File: config.mk
export PLATFORM = sky130hd
export DESIGN_NAME = seq_alu
export DESIGN_NICKNAME = d
export VERILOG_FILES = /design/src/rtl/seq_alu.sv
export SDC_FILE = /design/constraint.sdc
export NUM_CORES = 1
export LEC_CHECK = 0
export ABC_CLOCK_PERIOD_IN_PS = 2950
export CAP_MARGIN = 20
export CORE_MARGIN = 1.5
export CORE_UTILIZATION = 36
export DETAILED_ROUTE_END_ITERATION = 6
export MAX_ROUTING_LAYER = met4
export PLACE_DENSITY = 0.53
export SYNTH_ARGS = -nofsm -noshare
export SYNTH_HDL_FRONTEND = slang
export SYNTH_SLANG_ARGS = --single-unit
File: constraint.sdc
create_clock -name clk -period 2.95 [get_ports clk]
set_input_delay 0.4425 -clock clk [delete_from_list [all_inputs] [get_ports clk]]
set_output_delay 0.4425 -clock clk [all_outputs]
set_load 0.02 [all_outputs]
File: src/rtl/seq_alu.sv
// Sequential ALU: single-cycle shift/add/sub/logic ops, iterative
// shift-add multiply and restoring divide, valid/ready handshakes.
module seq_alu #(
    parameter int WIDTH = 8
) (
    input  logic             clk,
    input  logic             rst_n,
    input  logic             in_valid,
    output logic             in_ready,
    input  logic [WIDTH-1:0] op_a,
    input  logic [WIDTH-1:0] op_b,
    input  logic [4:0]       alu_opsel,
    output logic             out_valid,
    input  logic             out_ready,
    output logic [WIDTH-1:0] alu_result_l,
    output logic [WIDTH-1:0] alu_result_h,
    output logic             ovf_flag,
    output logic             cf_flag,
    output logic             zero_flag_l,
    output logic             zero_flag_h,
    output logic             dbz_flag,
    output logic             ill_flag
);

    localparam int SA_W = $clog2(WIDTH);

    localparam logic [2:0] CLS_SHIFT  = 3'b000;
    localparam logic [2:0] CLS_ADDSUB = 3'b001;
    localparam logic [2:0] CLS_MUL    = 3'b010;
    localparam logic [2:0] CLS_DIV    = 3'b011;
    localparam logic [2:0] CLS_LOGIC  = 3'b100;

    // Counter value on the final multiply/divide iteration.
    localparam logic [SA_W-1:0] LAST_ITER = SA_W'(WIDTH - 1);
    // WIDTH expressed in SA_W+1 bits, used for the rotate's right-shift leg.
    localparam logic [SA_W:0]   W_FULL    = (SA_W + 1)'(WIDTH);

    typedef enum logic [1:0] {
        IDLE = 2'b00,
        CALC = 2'b01,
        DONE = 2'b10
    } state_t;

    // Barrel shifter for the four shift sub-ops, full WIDTH result.
    function automatic logic [WIDTH-1:0] shift_fn(
        input logic [1:0]       sub,
        input logic [WIDTH-1:0] b,
        input logic [SA_W-1:0]  sa
    );
        logic signed [WIDTH-1:0] b_s;
        logic        [SA_W:0]    rsh;
        b_s = b;
        // A zero amount gives rsh == WIDTH, which shifts everything out,
        // so ROL by 0 returns b unchanged.
        rsh = W_FULL - {1'b0, sa};
        case (sub)
            2'b00:   shift_fn = b << sa;
            2'b01:   shift_fn = b >> sa;
            2'b10:   shift_fn = b_s >>> sa;
            default: shift_fn = (b << sa) | (b >> rsh);
        endcase
    endfunction

    // Add or subtract; returns {carry/borrow, signed overflow, result}.
    function automatic logic [WIDTH+1:0] addsub_fn(
        input logic                    sub_en,
        input logic signed [WIDTH-1:0] a,
        input logic signed [WIDTH-1:0] b
    );
        logic [WIDTH:0] r;
        logic           ovf;
        if (sub_en) begin
            r   = {1'b0, a} - {1'b0, b};
            ovf = (a[WIDTH-1] != b[WIDTH-1]) && (r[WIDTH-1] != a[WIDTH-1]);
        end else begin
            r   = {1'b0, a} + {1'b0, b};
            ovf = (a[WIDTH-1] == b[WIDTH-1]) && (r[WIDTH-1] != a[WIDTH-1]);
        end
        return {r[WIDTH], ovf, r[WIDTH-1:0]};
    endfunction

    state_t            state_q, state_d;
    logic [SA_W-1:0]   cnt_q, cnt_d;
    logic [WIDTH-1:0]  hi_q, hi_d;       // partial product / partial remainder
    logic [WIDTH-1:0]  lo_q, lo_d;       // multiplier -> product low / dividend -> quotient
    logic [WIDTH-1:0]  opnd_q, opnd_d;   // multiplicand / divisor
    logic              is_div_q, is_div_d;
    logic [WIDTH-1:0]  res_l_q, res_l_d;
    logic [WIDTH-1:0]  res_h_q, res_h_d;
    logic              ovf_q, ovf_d;
    logic              cf_q, cf_d;
    logic              dbz_q, dbz_d;
    logic              ill_q, ill_d;

    logic [WIDTH-1:0]  sc_l;
    logic              sc_ovf, sc_cf, sc_ill, sc_multi, sc_div;
    logic [WIDTH+1:0]  as_r;

    logic [WIDTH:0]    mul_sum;
    logic [WIDTH:0]    div_shl;
    logic              div_neg;
    logic [WIDTH-1:0]  div_diff;
    logic [WIDTH-1:0]  iter_hi, iter_lo;

    // Decode the presented opsel and compute every single-cycle result.
    always_comb begin
        sc_l     = '0;
        sc_ovf   = 1'b0;
        sc_cf    = 1'b0;
        sc_ill   = 1'b0;
        sc_multi = 1'b0;
        sc_div   = 1'b0;
        as_r     = addsub_fn(alu_opsel[0], op_a, op_b);
        case (alu_opsel[4:2])
            CLS_SHIFT: sc_l = shift_fn(alu_opsel[1:0], op_b, op_a[SA_W-1:0]);
            CLS_ADDSUB: begin
                if (!alu_opsel[1]) begin
                    sc_cf  = as_r[WIDTH+1];
                    sc_ovf = as_r[WIDTH];
                    sc_l   = as_r[WIDTH-1:0];
                end else begin
                    sc_ill = 1'b1;
                end
            end
            CLS_MUL: begin
                if (alu_opsel[1:0] == 2'b00) sc_multi = 1'b1;
                else                         sc_ill   = 1'b1;
            end
            CLS_DIV: begin
                if (alu_opsel[1:0] == 2'b00) begin
                    sc_multi = 1'b1;
                    sc_div   = 1'b1;
                end else begin
                    sc_ill = 1'b1;
                end
            end
            CLS_LOGIC: begin
                case (alu_opsel[1:0])
                    2'b00:   sc_l = op_a & op_b;
                    2'b01:   sc_l = op_a | op_b;
                    2'b10:   sc_l = op_a ^ op_b;
                    default: sc_l = ~(op_a | op_b);
                endcase
            end
            default: sc_ill = 1'b1;
        endcase
    end

    // One multiply (shift-add) or divide (restoring) iteration.
    always_comb begin
        mul_sum  = {1'b0, hi_q} + (lo_q[0] ? {1'b0, opnd_q} : '0);
        div_shl  = {hi_q, lo_q[WIDTH-1]};
        div_neg  = div_shl < {1'b0, opnd_q};
        div_diff = div_shl[WIDTH-1:0] - opnd_q;
        if (is_div_q) begin
            iter_hi = div_neg ? div_shl[WIDTH-1:0] : div_diff;
            iter_lo = {lo_q[WIDTH-2:0], ~div_neg};
        end else begin
            iter_hi = mul_sum[WIDTH:1];
            iter_lo = {mul_sum[0], lo_q[WIDTH-1:1]};
        end
    end

    // Next-state and register-update logic for the IDLE/CALC/DONE FSM.
    always_comb begin
        state_d  = state_q;
        cnt_d    = cnt_q;
        hi_d     = hi_q;
        lo_d     = lo_q;
        opnd_d   = opnd_q;
        is_div_d = is_div_q;
        res_l_d  = res_l_q;
        res_h_d  = res_h_q;
        ovf_d    = ovf_q;
        cf_d     = cf_q;
        dbz_d    = dbz_q;
        ill_d    = ill_q;
        case (state_q)
            IDLE: begin
                if (in_valid) begin
                    ovf_d   = sc_ovf;
                    cf_d    = sc_cf;
                    ill_d   = sc_ill;
                    res_h_d = '0;
                    if (sc_multi) begin
                        state_d  = CALC;
                        cnt_d    = '0;
                        hi_d     = '0;
                        lo_d     = op_a;
                        opnd_d   = op_b;
                        is_div_d = sc_div;
                        dbz_d    = sc_div && (op_b == '0);
                        res_l_d  = '0;
                    end else begin
                        state_d = DONE;
                        dbz_d   = 1'b0;
                        res_l_d = sc_l;
                    end
                end
            end
            CALC: begin
                hi_d  = iter_hi;
                lo_d  = iter_lo;
                cnt_d = cnt_q + SA_W'(1);
                if (cnt_q == LAST_ITER) begin
                    state_d = DONE;
                    res_l_d = iter_lo;
                    res_h_d = iter_hi;
                end
            end
            DONE: begin
                if (out_ready) state_d = IDLE;
            end
            default: state_d = IDLE;
        endcase
    end

    // FSM state register.
    always_ff @(posedge clk or negedge rst_n) begin
        if (!rst_n) state_q <= IDLE;
        else        state_q <= state_d;
    end

    // Iteration, result and flag registers.
    always_ff @(posedge clk or negedge rst_n) begin
        if (!rst_n) begin
            cnt_q    <= '0;
            hi_q     <= '0;
            lo_q     <= '0;
            opnd_q   <= '0;
            is_div_q <= 1'b0;
            res_l_q  <= '0;
            res_h_q  <= '0;
            ovf_q    <= 1'b0;
            cf_q     <= 1'b0;
            dbz_q    <= 1'b0;
            ill_q    <= 1'b0;
        end else begin
            cnt_q    <= cnt_d;
            hi_q     <= hi_d;
            lo_q     <= lo_d;
            opnd_q   <= opnd_d;
            is_div_q <= is_div_d;
            res_l_q  <= res_l_d;
            res_h_q  <= res_h_d;
            ovf_q    <= ovf_d;
            cf_q     <= cf_d;
            dbz_q    <= dbz_d;
            ill_q    <= ill_d;
        end
    end

    // Outputs are forced to zero whenever no result is being presented.
    assign in_ready     = (state_q == IDLE);
    assign out_valid    = (state_q == DONE);
    assign alu_result_l = out_valid ? res_l_q : '0;
    assign alu_result_h = out_valid ? res_h_q : '0;
    assign ovf_flag     = out_valid & ovf_q;
    assign cf_flag      = out_valid & cf_q;
    assign dbz_flag     = out_valid & dbz_q;
    assign ill_flag     = out_valid & ill_q;
    assign zero_flag_l  = out_valid & (res_l_q == '0);
    assign zero_flag_h  = out_valid & (res_h_q == '0);

endmodule
==> flow_metrics.py, run 1 <==
metrics = {
    "synthesis": {
        "synth.cell_area_um2": 5520,
        "netlist_instances": 698,
        "synth.distinct_cells": 71,
        "synth_seq_area_share_pct": 22.7,
        "synth_nets": 771,
        "syn_area_per_cell_um2": 7.91,
        "synth_seq_cells": 50,
        "synth_edf_count": 0,
        "synth_commonest_cells": "nor2_1 (68), o21ai_0 (66), nand2_1 (61), dfrtp_1 (50), ha_1 (44)",
        "yosys.cell_count.top_type": "nor2_1",
        "yosysTopAreaCellShare_pct": 22.7,
        "async_flop_share_pct": 100,
        "netlist.top_cell.by_area": "dfrtp_1",
        "synthTopCellsByArea": "dfrtp_1 (23%), ha_1 (10%), o21ai_0 (6.0%)",
        "yosys_warnings": 0,
        "ys.flop_type": "dfrtp_1",
    },
    "placement": {
        "placed_cells": 946,
        "port_buffers": 48,
        "place_congestion": 0.990,
        "place_ws_ns": 0.0589,
        "place_area_um2": 6480,
        "dp_hpwl_mm": 14.9,
    },
    "die": {
        "io_pins": 49,
        "coreArea_um2": 15100,
        "std_cell_rows": 45,
        "start_util_pct": 36.6,
        "die_h_um": 127,
        "die_w_um": 127,
        "dieArea_um2": 16100,
    },
    "final_layout": {
        "layout-drive-gt1-share_pct": 12.9,
        "fin_area_um2": 6660,
        "finish.utilization_pct": 44.2,
        "diodes": 0,
        "layout.nets": 839,
        "syn_to_final_growth_pct": 20.7,
        "fin_cells": 955,
    },
    "power_and_ir_drop": {
        "design_power_total_mw": 4.06,
        "pwr_density_cell_nw_per_um2": 610,
        "swShare_pct": 44.8,
        "p_clk_share_pct": 16.7,
        "p_sw_mw": 1.82,
        "pwr-share-seq_pct": 27.9,
        "p_int_mw": 2.24,
        "total_leakage_power_nw": 2.95,
        "pwr-share-comb_pct": 55.4,
        "ir_worst_vdd_uv": 329,
    },
    "drt": {
        "drc": 0,
        "routedWlPerCell_um": 19.7,
        "vias_per_cell": 5.82,
        "ant_nets": 0,
        "vias": 5562,
        "drtIter0Drc": 365,
        "wirelength_mm": 18.8,
        "first_pass_iters": 5,
    },
    "setup_path": {
        "critical_path_buf_inv_count": 0,
        "critPathMaxFanout": 7,
        "cp.required_ns": 3.18,
        "crit_family": "compound AO/OA/AOI/OAI gates",
        "worstSetupEndpointType": "register",
        "cpPeakStageDelay_ns": 0.61,
        "worstPathCellList": "ha_1, o21ai_0, a21oi_2, o211a_1, nor2_1, o311ai_0, a32o_1",
        "cp-start-kind": "register",
        "cpMaxStageDelayCell": "o311ai_0",
        "worstPathArrival_ns": 2.87,
        "crit_type": "reg2reg",
    },
    "global_route": {
        "grt_overflow": 0,
        "grt_pass1_wl_mm": 30.0,
        "grt_max_degree": 28,
        "grt_pass1_vias": 5307,
        "antenna_found_initial": 0,
        "track_usage_pct": 24.5,
    },
    "clock_tree": {
        "path_clk_slew_ns": 0.07,
        "postCtsSetupRepairBufs": 0,
        "clockBufferDepth": 2,
        "numCtsBuffers": 5,
        "cts_tree": "yes",
        "cts.sinks": 50,
        "cts-root-buf": "clkbuf_16",
        "worstSkewPairLatency_ns": 0.30,
        "h-tree-depth": 2,
    },
    "sta": {
        "fin_ws_ns": 0.316,
        "period_minus_slack_ns": 2.63,
        "timing_hold_violations_final": 0,
        "period_share_pct": 89.3,
        "fin_hold_ws_ns": 0.484,
        "finClkSkew_ns": 0.00563,
        "slew_headroom_pct": 48.0,
        "worst_pin_slew_ns": 0.777,
        "slew_viol_final": 0,
        "rsz0062_at_grt": "no",
        "setup_viol": 0,
        "tns_ns": 0,
        "fmax_mhz": 380,
    },
    "min_path": {
        "hold_class": "in2async",
    },
    "run": {
        "max_cap_viol_count": 0,
    },
    "run_status": {
        "outcome": "complete, no violations",
    },
}
worst reg2reg max path, cell delays in order (launching register included):
cell,delay [ns]
dfrtp_1,0.46
ha_1,0.41
o21ai_0,0.12
a21oi_2,0.28
o211a_1,0.36
nor2_1,0.06
o311ai_0,0.61
a32o_1,0.27
timing repair:
| item | in CTS | in global routing |
|---|---|---|
| hold buffers | 1 | 0 |
| resized for setup | 0 | 0 |
| endpoints found under the hold margin | 4 | 0 |
cells by family (layout without fill, tap and decap cells):
family,count (synthesis),in the layout,synth area share (%)
AOI/OAI and AO/OA,214,214,25.5
xor gates and xnor gates,8,8,1.27
and+or+nand+nor,249,249,22.5
buffers and inverters,79,148,5.67
DFF,50,50,22.7
adders and majority gates,48,48,11.4
muxes,50,50,11.0
final cells by class:
class,instances,area [µm²]
clock inverters,3,43.8
well taps,188,235
multi-input cells,569,3960
inverters,33,124
clock buffers,5,125
fillers,1522,8430
repair buffers,107,928
flip-flops and latches,50,1250
state kept, by name, indices dropped and copies added, names as in the netlist:
name and flops:
hi_q 8, lo_q 8, opnd_q 8, res_h_q 8, res_l_q 8, cnt_q 3
state_q 2, cf_q 1, dbz_q 1, ill_q 1, is_div_q 1, ovf_q 1
final timing paths:
path	startpoint	end	cells after the start	slack [ns]
min reg2reg	dbz_q	dbz_q	2	0.49
min in group clk	dbz_q	dbz_q	2	0.49
max in group asynchronous	rst_n	ovf_q	3	1.92
max reg2reg	hi_q[1]	res_h_q[3]	7	0.32
max	hi_q[1]	res_h_q[3]	7	0.32
min	rst_n	hi_q[4]	2	0.48
layer usage:
layer  vias up  share of wire, %  GRT usage, %
li1       2687                 -             -
met1      2629                48          35.3
met2       228                44          37.3
met3        18               6.6          2.70
met4         0               1.5          5.08
met5         -                 0             -
layout by cell type (no fill, tap or decap), drive strengths merged, types with 4 or more instances in the layout:
cell type / n
inv: 34
or3: 4
o21bai: 5
mux4: 7
fa: 4
nand2b: 14
mux2: 11
a31oi: 10
a211oi: 20
xnor2: 5
nor4: 10
mux2i: 32
a21oi: 41
buf: 60
or2: 4
nand2: 61
o211ai: 8
o22ai: 4
ha: 44
o21ai: 66
clkbuf: 5
clkdlybuf4s50: 46
nor3: 18
nor2b: 9
a221oi: 5
a21o: 9
dfrtp: 50
nand3: 12
a211o: 5
and2: 29
nor2: 68
o31ai: 5
power groups by stage:
| stage | Clock (mW) | Combinational (mW) | Sequential (mW) |
|---|---|---|---|
| after floorplan | 0 | 1.60 | 1.03 |
| after global placement | 0 | 2.18 | 1.13 |
| after detailed placement | 0 | 2.22 | 1.14 |
| after CTS | 0.696 | 2.24 | 1.13 |
| after global routing | 0.718 | 2.50 | 1.16 |
| final | 0.681 | 2.25 | 1.13 |
No activity file was read; power rests on OpenSTA's default activity.
==> run 2, diff against run 1 <==
--- a/config.mk
+++ b/config.mk
@@ -7,11 +7,12 @@
 export LEC_CHECK = 0
 export ABC_CLOCK_PERIOD_IN_PS = 2950
 export CAP_MARGIN = 20
-export CORE_MARGIN = 1.5
 export CORE_UTILIZATION = 36
 export DETAILED_ROUTE_END_ITERATION = 6
 export MAX_ROUTING_LAYER = met4
 export PLACE_DENSITY = 0.53
+export RECOVER_POWER = 50
+export SLEW_MARGIN = 0
 export SYNTH_ARGS = -nofsm -noshare
 export SYNTH_HDL_FRONTEND = slang
 export SYNTH_SLANG_ARGS = --single-unit
==> flow_metrics.py, run 2 (synthesis results as in run 1) <==
metrics = {
    "placement": {
        "dp_hpwl_mm": 14.8,
        "place_congestion": 0.922,
        "port_buffers": 48,
    },
    "clock_tree": {
        "h-tree-depth": 2,
        "cts-root-buf": "clkbuf_16",
        "cts.sinks": 50,
        "worstSkewPairLatency_ns": 0.30,
        "cts_resized": 0,
        "numCtsBuffers": 5,
        "path_clk_slew_ns": 0.07,
        "postCtsSetupRepairBufs": 0,
        "clockBufferDepth": 2,
        "cts_tree": "yes",
        "hold_buffers": 0,
    },
    "setup_path": {
        "critPathMaxFanout": 7,
        "rrSetupSlack_ns": 0.27,
        "reg2reg_to": "res_h_q[3]",
        "worstPathCellList": "ha_1, o21ai_0, a21oi_2, o211a_1, nor2_1, o311ai_0, a32o_1",
        "critical_path_buf_inv_count": 0,
        "r2r_start": "hi_q[1]",
        "cp.required_ns": 3.18,
        "r2r_cells": 7,
        "cpMaxStageDelayCell": "o311ai_0",
        "crit_type": "reg2reg",
        "cp-start-kind": "register",
        "crit_family": "compound AO/OA/AOI/OAI gates",
        "worstSetupEndpointType": "register",
        "worstPathArrival_ns": 2.91,
        "cpPeakStageDelay_ns": 0.59,
    },
    "global_route": {
        "track_usage_pct": 25.5,
        "grt_overflow": 0,
        "grt_pass1_wl_mm": 30.7,
        "grt_pass1_vias": 5499,
        "grt_max_degree": 51,
        "antenna_found_initial": 0,
    },
    "final_layout": {
        "syn_to_final_growth_pct": 18.7,
        "fillers": 1484,
        "layout_common_cells": "nor2_1 (68), o21ai_0 (66), nand2_1 (61)",
        "layout_commonest_cell": "nor2_1",
        "diodes": 0,
        "layout.nets": 832,
        "finish.utilization_pct": 44.4,
        "layout-drive-gt1-share_pct": 11.6,
    },
    "drt": {
        "drtIter0Drc": 436,
        "ant_nets": 0,
        "first_pass_iters": 6,
        "vias_per_cell": 5.99,
        "drc": 0,
        "vias": 5659,
        "wirelength_mm": 19.0,
        "routedWlPerCell_um": 20.1,
    },
    "sta": {
        "rsz0062_at_grt": "no",
        "fmax_mhz": 373,
        "tns_ns": 0,
        "worst_pin_slew_ns": 1.30,
        "timing_hold_violations_final": 0,
        "setup_viol": 0,
        "slew_headroom_pct": 13.4,
        "period_share_pct": 90.8,
        "finClkSkew_ns": 0.00660,
        "period_minus_slack_ns": 2.68,
        "slew_viol_final": 0,
    },
    "die": {
        "coreArea_um2": 14800,
        "die_w_um": 126,
        "dieArea_um2": 15800,
        "die_h_um": 126,
        "start_util_pct": 37.4,
        "io_pins": 49,
        "std_cell_rows": 44,
    },
    "power_and_ir_drop": {
        "p_sw_mw": 1.85,
        "ir_worst_vdd_uv": 279,
        "swShare_pct": 46.2,
        "pwr-share-seq_pct": 28.2,
        "total_leakage_power_nw": 2.88,
        "pwr_density_cell_nw_per_um2": 611,
        "pwr-share-comb_pct": 56.5,
        "p_int_mw": 2.15,
        "p_clk_share_pct": 15.3,
    },
    "min_path": {
        "min_from": "ill_q",
        "hold_class": "reg2reg",
        "whs_path_depth": 2,
        "worst_hold_path.endpoint": "ill_q",
    },
    "run_status": {
        "outcome": "complete, no violations",
    },
    "run": {
        "max_cap_viol_count": 0,
    },
}
## run 2: cell count changes in the layout (fill, tap and decap cells not counted), sizes merged
cell	previous run	this run
bufinv	1	0
clkdlybuf4s50	46	45
clkbuf	5	10
inv	34	35
buf	60	49
## run 2: worst reg2reg max path: stages (launching register included)
cell and delay, ns:
dfrtp_1 0.46, ha_1 0.41, o21ai_0 0.14, a21oi_2 0.32, o211a_1 0.36, nor2_1 0.07, o311ai_0 0.59, a32o_1 0.27
## run 2: cell type report
| cell class | instances | area [µm²] | share of cell area (%) |
|---|---|---|---|
| clock buffers | 5 | 125 | 1.91 |
| clock inverters | 3 | 28.8 | 0.439 |
| inverters | 33 | 124 | 1.89 |
| multi-input cells | 569 | 3950 | 60.3 |
| flip-flops and latches | 50 | 1250 | 19.1 |
| well taps | 184 | 230 | 3.51 |
| repair buffers | 100 | 843 | 12.9 |
## run 2: how the worst max path moves through the flow
stage,slack [ns],depth (start not counted),endpoint,start
final,0.27,7,res_h_q[3],hi_q[1]
after global placement,0.11,8,res_l_q[7],op_a[0]
after CTS,0.27,7,res_h_q[3],hi_q[1]
after global routing,0.11,9,res_h_q[5],lo_q[0]
after floorplan,0.16,11,res_l_q[4],op_a[1]
after detailed placement,0.09,8,res_l_q[7],op_a[0]
## run 2: through the flow
step / area, µm² / worst slack (ns) / power (mW) / std cells / hold slack (ns)
after floorplan: 5520 / 0.158 / 2.62 / 698 / 0.147
after global placement: 6420 / 0.107 / 3.31 / 936 / 0.465
after detailed placement: 6420 / 0.0861 / 3.37 / 936 / 0.466
after CTS: 6580 / 0.269 / 4.00 / 944 / 0.279
after global routing: 6550 / 0.106 / 4.32 / 944 / 0.505
final: 6550 / 0.271 / 4.00 / 944 / 0.476
## run 2: routing by layer
metal	track usage, %	share of wire (%)
met3	5.27	8.4
met4	5.81	1.7
met1	35.1	47
met5	-	0
met2	38.4	43
## run 2: power by group through the flow
stage,Sequential [mW],Combinational (mW),Clock (mW)
CTS,1.12,2.24,0.633
detailed placement,1.13,2.24,0
global route,1.16,2.51,0.651
global placement,1.13,2.18,0
finish,1.13,2.26,0.612
floorplan,1.03,1.60,0
